--- config.mk ---
export PLATFORM = sky130hd
export DESIGN_NAME = spi_master_ctrl
export DESIGN_NICKNAME = d
export VERILOG_FILES = /design/src/rtl/spi_pkg.sv /design/src/rtl/spi_clk_div.sv /design/src/rtl/spi_master_ctrl.sv
export SDC_FILE = /design/constraint.sdc
export NUM_CORES = 1
export LEC_CHECK = 0
export ABC_CLOCK_PERIOD_IN_PS = 1900
export BUFFER_PORTS_ARGS = -buffer_cell sky130_fd_sc_hd__buf_2
export CELL_PAD_IN_SITES_DETAIL_PLACEMENT = 1
export CELL_PAD_IN_SITES_GLOBAL_PLACEMENT = 1
export CORE_MARGIN = 5
export CORE_UTILIZATION = 43
export CTS_CLUSTER_SIZE = 10
export DETAILED_ROUTE_END_ITERATION = 7
export GPL_ROUTABILITY_DRIVEN = 0
export PLACE_DENSITY = 0.79
export SYNTH_ARGS = -nofsm -noshare
export SYNTH_HDL_FRONTEND = slang
export SYNTH_SLANG_ARGS = --single-unit
--- constraint.sdc ---
create_clock -name Clock -period 1.9 [get_ports Clock]
set_clock_uncertainty 0.05 [all_clocks]
set_input_delay 0.095 -clock Clock [delete_from_list [all_inputs] [get_ports Clock]]
set_output_delay 0.095 -clock Clock [all_outputs]
set_load 0.02 [all_outputs]
--- src/rtl/spi_pkg.sv ---
// Shared definitions for the SPI master: register offsets, bit positions and FSM encoding.
package spi_pkg;

    localparam logic [2:0] REG_CTRL = 3'd0;
    localparam logic [2:0] REG_STAT = 3'd1;
    localparam logic [2:0] REG_DATA = 3'd2;
    localparam logic [2:0] REG_SSEL = 3'd3;
    localparam logic [2:0] REG_DIV  = 3'd4;

    localparam int unsigned CTRL_SPE  = 7;
    localparam int unsigned CTRL_IE   = 6;
    localparam int unsigned CTRL_CPOL = 1;
    localparam int unsigned CTRL_CPHA = 0;

    localparam int unsigned STAT_SPIF = 7;
    localparam int unsigned STAT_WCOL = 6;
    localparam int unsigned STAT_BUSY = 0;

    // Writable CTRL bits; the rest read back as zero.
    localparam logic [7:0] CTRL_MASK = 8'hC3;

    typedef enum logic [2:0] {
        StIdle,
        StLead,
        StEdge1,
        StEdge2,
        StDone
    } spi_state_e;

endpackage

--- src/rtl/spi_clk_div.sv ---
// Half-period divider: tick pulses every DIV+1 enabled clocks, compared against the live divisor.
module spi_clk_div #(
    parameter int unsigned DIV_W = 8
) (
    input  logic             clk_i,
    input  logic             rst_i,
    input  logic             clr_i,
    input  logic             en_i,
    input  logic [DIV_W-1:0] div_i,
    output logic             tick_o
);

    logic [DIV_W-1:0] cnt_q, cnt_d;

    assign tick_o = en_i & ~clr_i & (cnt_q == div_i);

    always_comb begin
        cnt_d = cnt_q;
        if (clr_i || !en_i) begin
            cnt_d = '0;
        end else if (cnt_q == div_i) begin
            cnt_d = '0;
        end else begin
            cnt_d = cnt_q + 1'b1;
        end
    end

    always_ff @(posedge clk_i) begin
        if (rst_i) begin
            cnt_q <= '0;
        end else begin
            cnt_q <= cnt_d;
        end
    end

endmodule

--- src/rtl/spi_master_ctrl.sv ---
// Byte-wide SPI master on the 68k IO bus: CTRL/STAT/DATA/SSEL/DIV registers and the shift FSM.
module spi_master_ctrl
    import spi_pkg::*;
#(
    parameter int unsigned DIV_W  = 8,
    parameter int unsigned NUM_SS = 4
) (
    input  logic              Clock,
    input  logic              Reset_H,
    input  logic              Enable_H,
    input  logic [2:0]        Address,
    input  logic              RW,
    input  logic [7:0]        DataIn,
    output logic [7:0]        DataOut,
    output logic              Irq_H,
    output logic              SCLK,
    output logic              MOSI,
    input  logic              MISO,
    output logic [NUM_SS-1:0] SS_L
);

    spi_state_e        state_q, state_d;
    logic              enable_q;
    logic [7:0]        ctrl_q, ctrl_d;
    logic [DIV_W-1:0]  div_q, div_d;
    logic [NUM_SS-1:0] ssel_q, ssel_d;
    logic              spif_q, spif_d;
    logic              wcol_q, wcol_d;
    logic [7:0]        shreg_q, shreg_d;
    logic [2:0]        bit_cnt_q, bit_cnt_d;
    logic              sclk_ph_q, sclk_ph_d;
    logic              mosi_q, mosi_d;
    logic              miso_s_q, miso_s_d;
    logic              div_clr, tick, busy;

    // One register action per bus cycle regardless of how long the strobe is held.
    logic acc, wr, rd, wr_data, rd_data;
    assign acc     = Enable_H & ~enable_q;
    assign wr      = acc & ~RW;
    assign rd      = acc & RW;
    assign wr_data = wr && (Address == REG_DATA);
    assign rd_data = rd && (Address == REG_DATA);

    logic spe, cpha, cpol;
    assign spe  = ctrl_q[CTRL_SPE];
    assign cpha = ctrl_q[CTRL_CPHA];
    assign cpol = ctrl_q[CTRL_CPOL];
    assign busy = (state_q == StLead) || (state_q == StEdge1) || (state_q == StEdge2);

    spi_clk_div #(
        .DIV_W (DIV_W)
    ) u_clk_div (
        .clk_i  (Clock),
        .rst_i  (Reset_H),
        .clr_i  (div_clr),
        .en_i   (busy),
        .div_i  (div_q),
        .tick_o (tick)
    );

    always_comb begin
        state_d   = state_q;
        ctrl_d    = ctrl_q;
        div_d     = div_q;
        ssel_d    = ssel_q;
        spif_d    = spif_q;
        wcol_d    = wcol_q;
        shreg_d   = shreg_q;
        bit_cnt_d = bit_cnt_q;
        sclk_ph_d = sclk_ph_q;
        mosi_d    = mosi_q;
        miso_s_d  = miso_s_q;
        div_clr   = 1'b0;

        if (wr) begin
            case (Address)
                REG_CTRL: ctrl_d = DataIn & CTRL_MASK;
                REG_SSEL: ssel_d = DataIn[NUM_SS-1:0];
                REG_DIV:  div_d  = DataIn[DIV_W-1:0];
                default:  ;
            endcase
        end
        if (rd_data) begin
            spif_d = 1'b0;
            wcol_d = 1'b0;
        end
        if (wr_data && busy) begin
            wcol_d = 1'b1;
        end

        unique case (state_q)
            StIdle, StDone: begin
                // Completion set is applied after the read clear so it wins a same-cycle read.
                if (state_q == StDone) begin
                    spif_d = 1'b1;
                end
                state_d = StIdle;
                if (wr_data) begin
                    shreg_d = DataIn;
                    if (spe) begin
                        state_d   = StLead;
                        bit_cnt_d = '0;
                        div_clr   = 1'b1;
                        if (!cpha) begin
                            mosi_d = DataIn[7];
                        end
                    end
                end
            end
            StLead, StEdge2: begin
                if (!spe) begin
                    state_d   = StIdle;
                    sclk_ph_d = 1'b0;
                    div_clr   = 1'b1;
                end else if (tick) begin
                    state_d   = StEdge1;
                    sclk_ph_d = ~sclk_ph_q;
                    if (cpha) begin
                        mosi_d = shreg_q[7];
                    end else begin
                        miso_s_d = MISO;
                    end
                end
            end
            StEdge1: begin
                if (!spe) begin
                    state_d   = StIdle;
                    sclk_ph_d = 1'b0;
                    div_clr   = 1'b1;
                end else if (tick) begin
                    sclk_ph_d = ~sclk_ph_q;
                    bit_cnt_d = bit_cnt_q + 3'd1;
                    if (cpha) begin
                        shreg_d = {shreg_q[6:0], MISO};
                    end else begin
                        shreg_d = {shreg_q[6:0], miso_s_q};
                        mosi_d  = shreg_q[6];
                    end
                    state_d = (bit_cnt_q == 3'd7) ? StDone : StEdge2;
                end
            end
            default: state_d = StIdle;
        endcase
    end

    always_ff @(posedge Clock) begin
        if (Reset_H) begin
            state_q   <= StIdle;
            enable_q  <= 1'b0;
            ctrl_q    <= '0;
            div_q     <= '0;
            ssel_q    <= '0;
            spif_q    <= 1'b0;
            wcol_q    <= 1'b0;
            shreg_q   <= '0;
            bit_cnt_q <= '0;
            sclk_ph_q <= 1'b0;
            mosi_q    <= 1'b0;
            miso_s_q  <= 1'b0;
        end else begin
            state_q   <= state_d;
            enable_q  <= Enable_H;
            ctrl_q    <= ctrl_d;
            div_q     <= div_d;
            ssel_q    <= ssel_d;
            spif_q    <= spif_d;
            wcol_q    <= wcol_d;
            shreg_q   <= shreg_d;
            bit_cnt_q <= bit_cnt_d;
            sclk_ph_q <= sclk_ph_d;
            mosi_q    <= mosi_d;
            miso_s_q  <= miso_s_d;
        end
    end

    // SCLK is a phase bit XOR live CPOL, so it rests at CPOL whenever the phase is zero.
    assign SCLK  = sclk_ph_q ^ cpol;
    assign MOSI  = mosi_q;
    assign SS_L  = ~ssel_q;
    assign Irq_H = spif_q & ctrl_q[CTRL_IE];

    logic [7:0] rdata;
    always_comb begin
        rdata = 8'h00;
        case (Address)
            REG_CTRL: rdata = ctrl_q;
            REG_STAT: rdata = {spif_q, wcol_q, 5'b00000, busy};
            REG_DATA: rdata = shreg_q;
            REG_SSEL: rdata = 8'(ssel_q);
            REG_DIV:  rdata = 8'(div_q);
            default:  rdata = 8'h00;
        endcase
    end
    assign DataOut = (Enable_H && RW) ? rdata : 8'h00;

endmodule

; ---- After elaboration in Yosys (flattened, before gate mapping)
; Cells that the tools add are included.
[totals]
register_bits = 44
out_inout_bits = 15
input_bits = 16
word_cells = 117
[op_classes]
n_eq_ne = 22
mux = 41
addsub = 2
reduce_logical = 26
bitwise_logic = 13
[ops]
columns = operator, count
row1 = 8-bit case mux with 5 select lines, 1
row2 = 8-bit 2-to-1 mux, 4
row3 = 3-bit 2-to-1 mux, 9
row4 = 1-bit 2-to-1 mux, 22
row5 = "2-bit != test, second input constant", 9
row6 = 8-bit case mux with 2 select lines, 1
row7 = "3-bit by 2-bit equality test with 1-bit output, second input constant", 4
row8 = 10-bit AND reduction, 1
row9 = 2-bit AND reduction, 5
row10 = "3-bit equality test, second input constant", 3
row11 = 3-bit case mux with 3 select lines, 1
row12 = "8-bit by 1-bit adder with 8-bit output, second input constant", 1
row13 = 8-bit equality test, 1
row14 = 4-bit AND reduction, 2
row15 = 1-bit AND, 6
row16 = "3-bit by 1-bit equality test with 1-bit output, second input constant", 2
row17 = 3-bit zero test, 2
row18 = "3-bit != test, second input constant", 2
row19 = 3-bit case mux with 2 select lines, 1
row20 = 3-bit OR reduction, 2
row21 = 1-bit inverter, 5
row22 = 5-bit AND reduction, 1
row23 = 1-bit logical AND, 4
row24 = 4-bit inverter, 1
row25 = 10 further kinds, 14

; ---- Depth between registers and ports, before layout
[logic_depth]
depth_word = 12
ltp_mapped = 7
depth_no_buf = 6

; ---- Hierarchy
; A second synthesis with hierarchy kept.
[unflattened]
cells_unflattened = 283
area_unflattened_um2 = 2552.4
[by_module_without_submodules]
columns = module, area_per_inst_um2, cells_each, seq_area_each_um2, n_inst
row1 = spi_master_ctrl, 2072.0, 237, 720.7, 1
row2 = spi_clk_div, 480.5, 46, 160.2, 1

; ---- Worst setup path after synthesis
; Ideal clock, no wire load.
[synth_timing]
path_type = reg2out
from = register state_q[0]
to = output DataOut[0]
arrival_ns = 1.619
setup_slack_ns = 0.136
required_time_ns = 1.755
path_buffers = 1
path_stages_with_launch = 7
path_cell_list = dfxtp_1 buf_2 nor2_2 or2_2 o21ai_0 nand2b_1 a211oi_1
[synth_via]
elab_chain_cells = 5
elab_cells_between_ends = 7
cone_classes = eq/ne: 3 / mux: 2 / reduce/logical: 2
[synth_lines]
columns = item, line_no
row1 = from (decl), spi_master_ctrl.sv:22  ; spi_state_e state_q, state_d;
row2 = from (signal assigned), spi_master_ctrl.sv:148  ; state_q <= StIdle;
row3 = from (signal assigned), spi_master_ctrl.sv:161  ; state_q <= state_d;
row4 = 3-bit by 1-bit equality test with 1-bit output or 3-bit by 2-bit equality test with 1-bit output (tied branches), spi_master_ctrl.sv:48  ; assign busy = (state_q == StLead) || (state_q == StEdge1) || (state_q == StEdge2);
row5 = 1-bit logical OR, spi_master_ctrl.sv:48
row6 = 1-bit logical OR (*), spi_master_ctrl.sv:48
row7 = 8-bit case mux with 5 select lines (*), spi_master_ctrl.sv:185  ; case (Address)
row8 = 8-bit 2-to-1 mux (*), spi_master_ctrl.sv:194  ; assign DataOut = (Enable_H && RW) ? rdata : 8'h00;
row9 = to (decl), spi_master_ctrl.sv:14  ; output logic [7:0] DataOut,
; Every way passes the cells marked *; elsewhere a longest branch is shown, timed or not.

; ---- Final worst setup path
[layout_timing]
from = register div_q[3]
to = register shreg_q[0]
[layout_via]
elab_chain_cells = 4
[layout_lines]
columns = item, line_no
row1 = from (decl), spi_master_ctrl.sv:25  ; logic [DIV_W-1:0] div_q, div_d;
row2 = from (signal assigned), spi_master_ctrl.sv:164  ; div_q <= div_d;
row3 = 8-bit equality test, spi_clk_div.sv:15  ; assign tick_o = en_i & ~clr_i & (cnt_q == div_i);
row4 = 1-bit AND, spi_clk_div.sv:15
row5 = 2-bit != test (no source line), n/a
row6 = 4-bit AND reduction (no source line), n/a
row7 = to (signal assigned), spi_master_ctrl.sv:168  ; shreg_q <= shreg_d;
row8 = to (decl), spi_master_ctrl.sv:29  ; logic [7:0] shreg_q, shreg_d;
; No other way between the ends.
; A chain may end at the register's enable or synchronous reset.

==> summary.txt <==
Status
  • Status: finished, final reports clean

Yosys
  • Cells after Synth: 277
  • Syn Std Cell Area: 2380 um2
  • Unique masters post-synth: 45
  • Top_reg_cell synth: dfxtp_1
  • YS warnings: 0
  • Area share of the largest cell type after synthesis: 37.0%
  • EDFF count, synth: 0
  • Mean Syn Cell Area: 8.59 um2
  • Async set-or-reset flop fraction in the synthesized netlist: 0%
  • Synth Register Bits: 44
  • Area leader, netlist: dfxtp_1
  • Sequential share of the synthesized area: 37.0%
  • Syn nets: 296
  • Synth top area cells: dfxtp_1 37%, mux2i_1 9.3%, nor2_1 6.8%

Run
  • Max_cap viols: 0

Clock tree
  • CTS buffer count: 5
  • Worst skew pair latency: 0.30 ns
  • Num Clock Sinks: 44
  • CTS tree: done
  • H-tree Lvls: 2
  • Clk slew on worst S/H paths: 0.09 ns
  • CTS root buf: clkbuf_8
  • Clock tree buffer depth: 2

Timing
  • RSZ-0062 raised after global routing: yes
  • Post-Route Setup TNS: 0 ns
  • Min Hold Slack: 0.0281 ns
  • Finish-stage setup viols: 0
  • Slew @ Worst Pin: 0.428 ns
  • Worst relative slew slack: 71.4%
  • Pins Over Slew Limit: 0
  • Final Hold Vio Count: 0
  • Fin crit period: 1.88 ns
  • Fin crit share: 98.7%
  • Achievable clock frequency: 533 MHz

Power and ir drop
  • Clock power share: 40.4%
  • Leakage: 0.00117 uW
  • Seq pwr share: 52.0%
  • Comb pwr share: 7.6%
  • VDD IR max: 0.000343 V
  • Pwr dens: 629 nW/um2
  • Sw Pwr: 428 uW
  • Pint: 1370 uW
  • Design Power: 1790 uW
  • Switching Fraction: 23.9%

Finish
  • Antenna Cells: 0
  • Most common cell after layout, fill and taps aside: nor2_1
  • Register area: 892 um2
  • Commonest non-fill, non-tap cells in the layout: 42 x nor2_1, 39 x dfxtp_1, 29 x buf_2, 22 x mux2i_1, 18 x buf_4
  • Fillers: 649
  • Final Util: 52.5%
  • Fraction of layout cells with a size suffix above 1: 22.6%
  • Synthesis-to-layout area growth: 20.0%
  • Nets: 336
  • Footprint of the multi-input gates: 1390 um2

Die
  • Die Area: 7120 um2
  • Placeable Area: 5440 um2
  • Chip width: 84.4 um
  • Die Y: 84.4 um
  • Row count: 27
  • Starting density of the core: 43.8%
  • Io pins: 31

Worst setup path
  • Critical Path Source Type: register
  • Setup crit end kind: register
  • Crit Path Class: register to register
  • CP max FO: 8
  • Worst EP required: 2.08 ns
  • Crit path arrival time: 2.05 ns

Global route
  • GR Overflow Total: 0
  • Initial antenna violation count: 0
  • First-pass GRT wire length: 11.6 mm
  • Vias in the first global route: 2274
  • Largest net degree at the start of global routing: 22
  • Gr usage total: 20.3%

Detailed routing
  • DRT iter0 DRCs: 180
  • Mean number of vias per cell: 5.79
  • DRC errors left: 0
  • DR WL/cell: 18.1 um
  • WL final: 7.07 mm
  • DRT Pass-1 Iters: 4
  • ANT nets after route: 0
  • Via count: 2260

Placed design
  • HPWL after detailed placement: 5.15 mm
  • Port Buffer Count: 30

Hold path
  • Type of the worst min-delay path: input pin to register
through the flow:
step,cells,setup WS [ns],cell area [um2]
after floorplan,277,0.136,2380
after global placement,377,0.154,2660
after detailed placement,377,0.105,2660
after CTS,388,0.0266,2810
after global routing,390,-0.0628,2860
final,390,0.0242,2860
metal layers:
layer | GRT usage, % | vias up | routed length (um)
met5 | 0 | - | 0
met4 | 7.05 | 0 | 180
met3 | 4.61 | 18 | 283
met2 | 32.6 | 46 | 3410
met1 | 26.8 | 1125 | 3200
li1 | - | 1071 | -
final timing paths:
kind	start	endpoint	slack (ns)	depth (start not counted)
min	DataIn[4]	div_q[4]	0.03	3
min reg2reg	bit_cnt_q[1]	bit_cnt_q[1]	0.43	2
max	div_q[3]	shreg_q[0]	0.02	6
max reg2reg	div_q[3]	shreg_q[0]	0.02	6
synth_stat cells (2+ instances only):
| master | n |
|---|---|
| a21o_1 | 2 |
| nor3_1 | 3 |
| buf_2 | 6 |
| a31oi_1 | 6 |
| a22oi_1 | 5 |
| a21oi_1 | 10 |
| inv_1 | 15 |
| xor2_1 | 12 |
| a221oi_1 | 8 |
| nor2_1 | 43 |
| and2_1 | 3 |
| o21ai_0 | 5 |
| nand4_1 | 3 |
| nor4_4 | 2 |
| nor2b_1 | 12 |
| nand4b_1 | 3 |
| xnor2_1 | 3 |
| mux2i_1 | 22 |
| a311oi_1 | 7 |
| clkbuf_1 | 11 |
| dfxtp_1 | 44 |
| a211oi_1 | 4 |
| nor3b_2 | 2 |
| nand2_1 | 11 |
| ha_1 | 3 |
| nand3_1 | 10 |
| nand2b_1 | 4 |
sequential cells by signal, indices dropped and copies added (netlist names), 3 cells and up:
signal	cells
u_clk_div.cnt_q	8
ctrl_q	4
state_q	3
ssel_q	4
div_q	8
bit_cnt_q	3
shreg_q	8
power by group through the flow:
stage	Combinational [uW]	Clock [uW]	Sequential (uW)
finish	136	724	934
global placement	125	0	958
detailed placement	127	0	958
CTS	132	739	935
floorplan	75.9	0	955
global route	148	798	935
logic make-up after synthesis:
group                    synth area share (%)
multiplexers                             9.25
buffers and inverters                    5.36
XOR/XNOR                                 5.52
adder cells (fa/ha/maj)                  1.58
AO/OA/AOI/OAI                            16.8
flip-flops                               37.0
AND/OR/NAND/NOR                          24.5
layout make-up:
class	instances	share of cell area, %
Multi-Input combinational cell	201	48.8
Clock inverter	3	1.49
Tap cell	72	3.16
Clock buffer	5	2.41
Sequential cell	44	31.2
Timing Repair Buffer	50	10.9
Inverter	15	1.97
worst max-delay path: stages (launching register included):
cell     delay, ns
dfxtp_2       0.34
xor2_1        0.20
nor4_4        0.30
nand4_1       0.17
buf_6         0.17
a221o_1       0.38
a21oi_2       0.18
timing repair:
item | 4_1_cts | 5_1_grt
pin swaps | 0 | 4
hold buffers | 2 | 0
endpoints found under the setup margin | 1 | 21
buffers inserted | 1 | 2
gates resized for setup | 6 | 9
endpoints found under the hold margin | 2 | 0
Note: power is estimated with default switching activity, not from simulation.
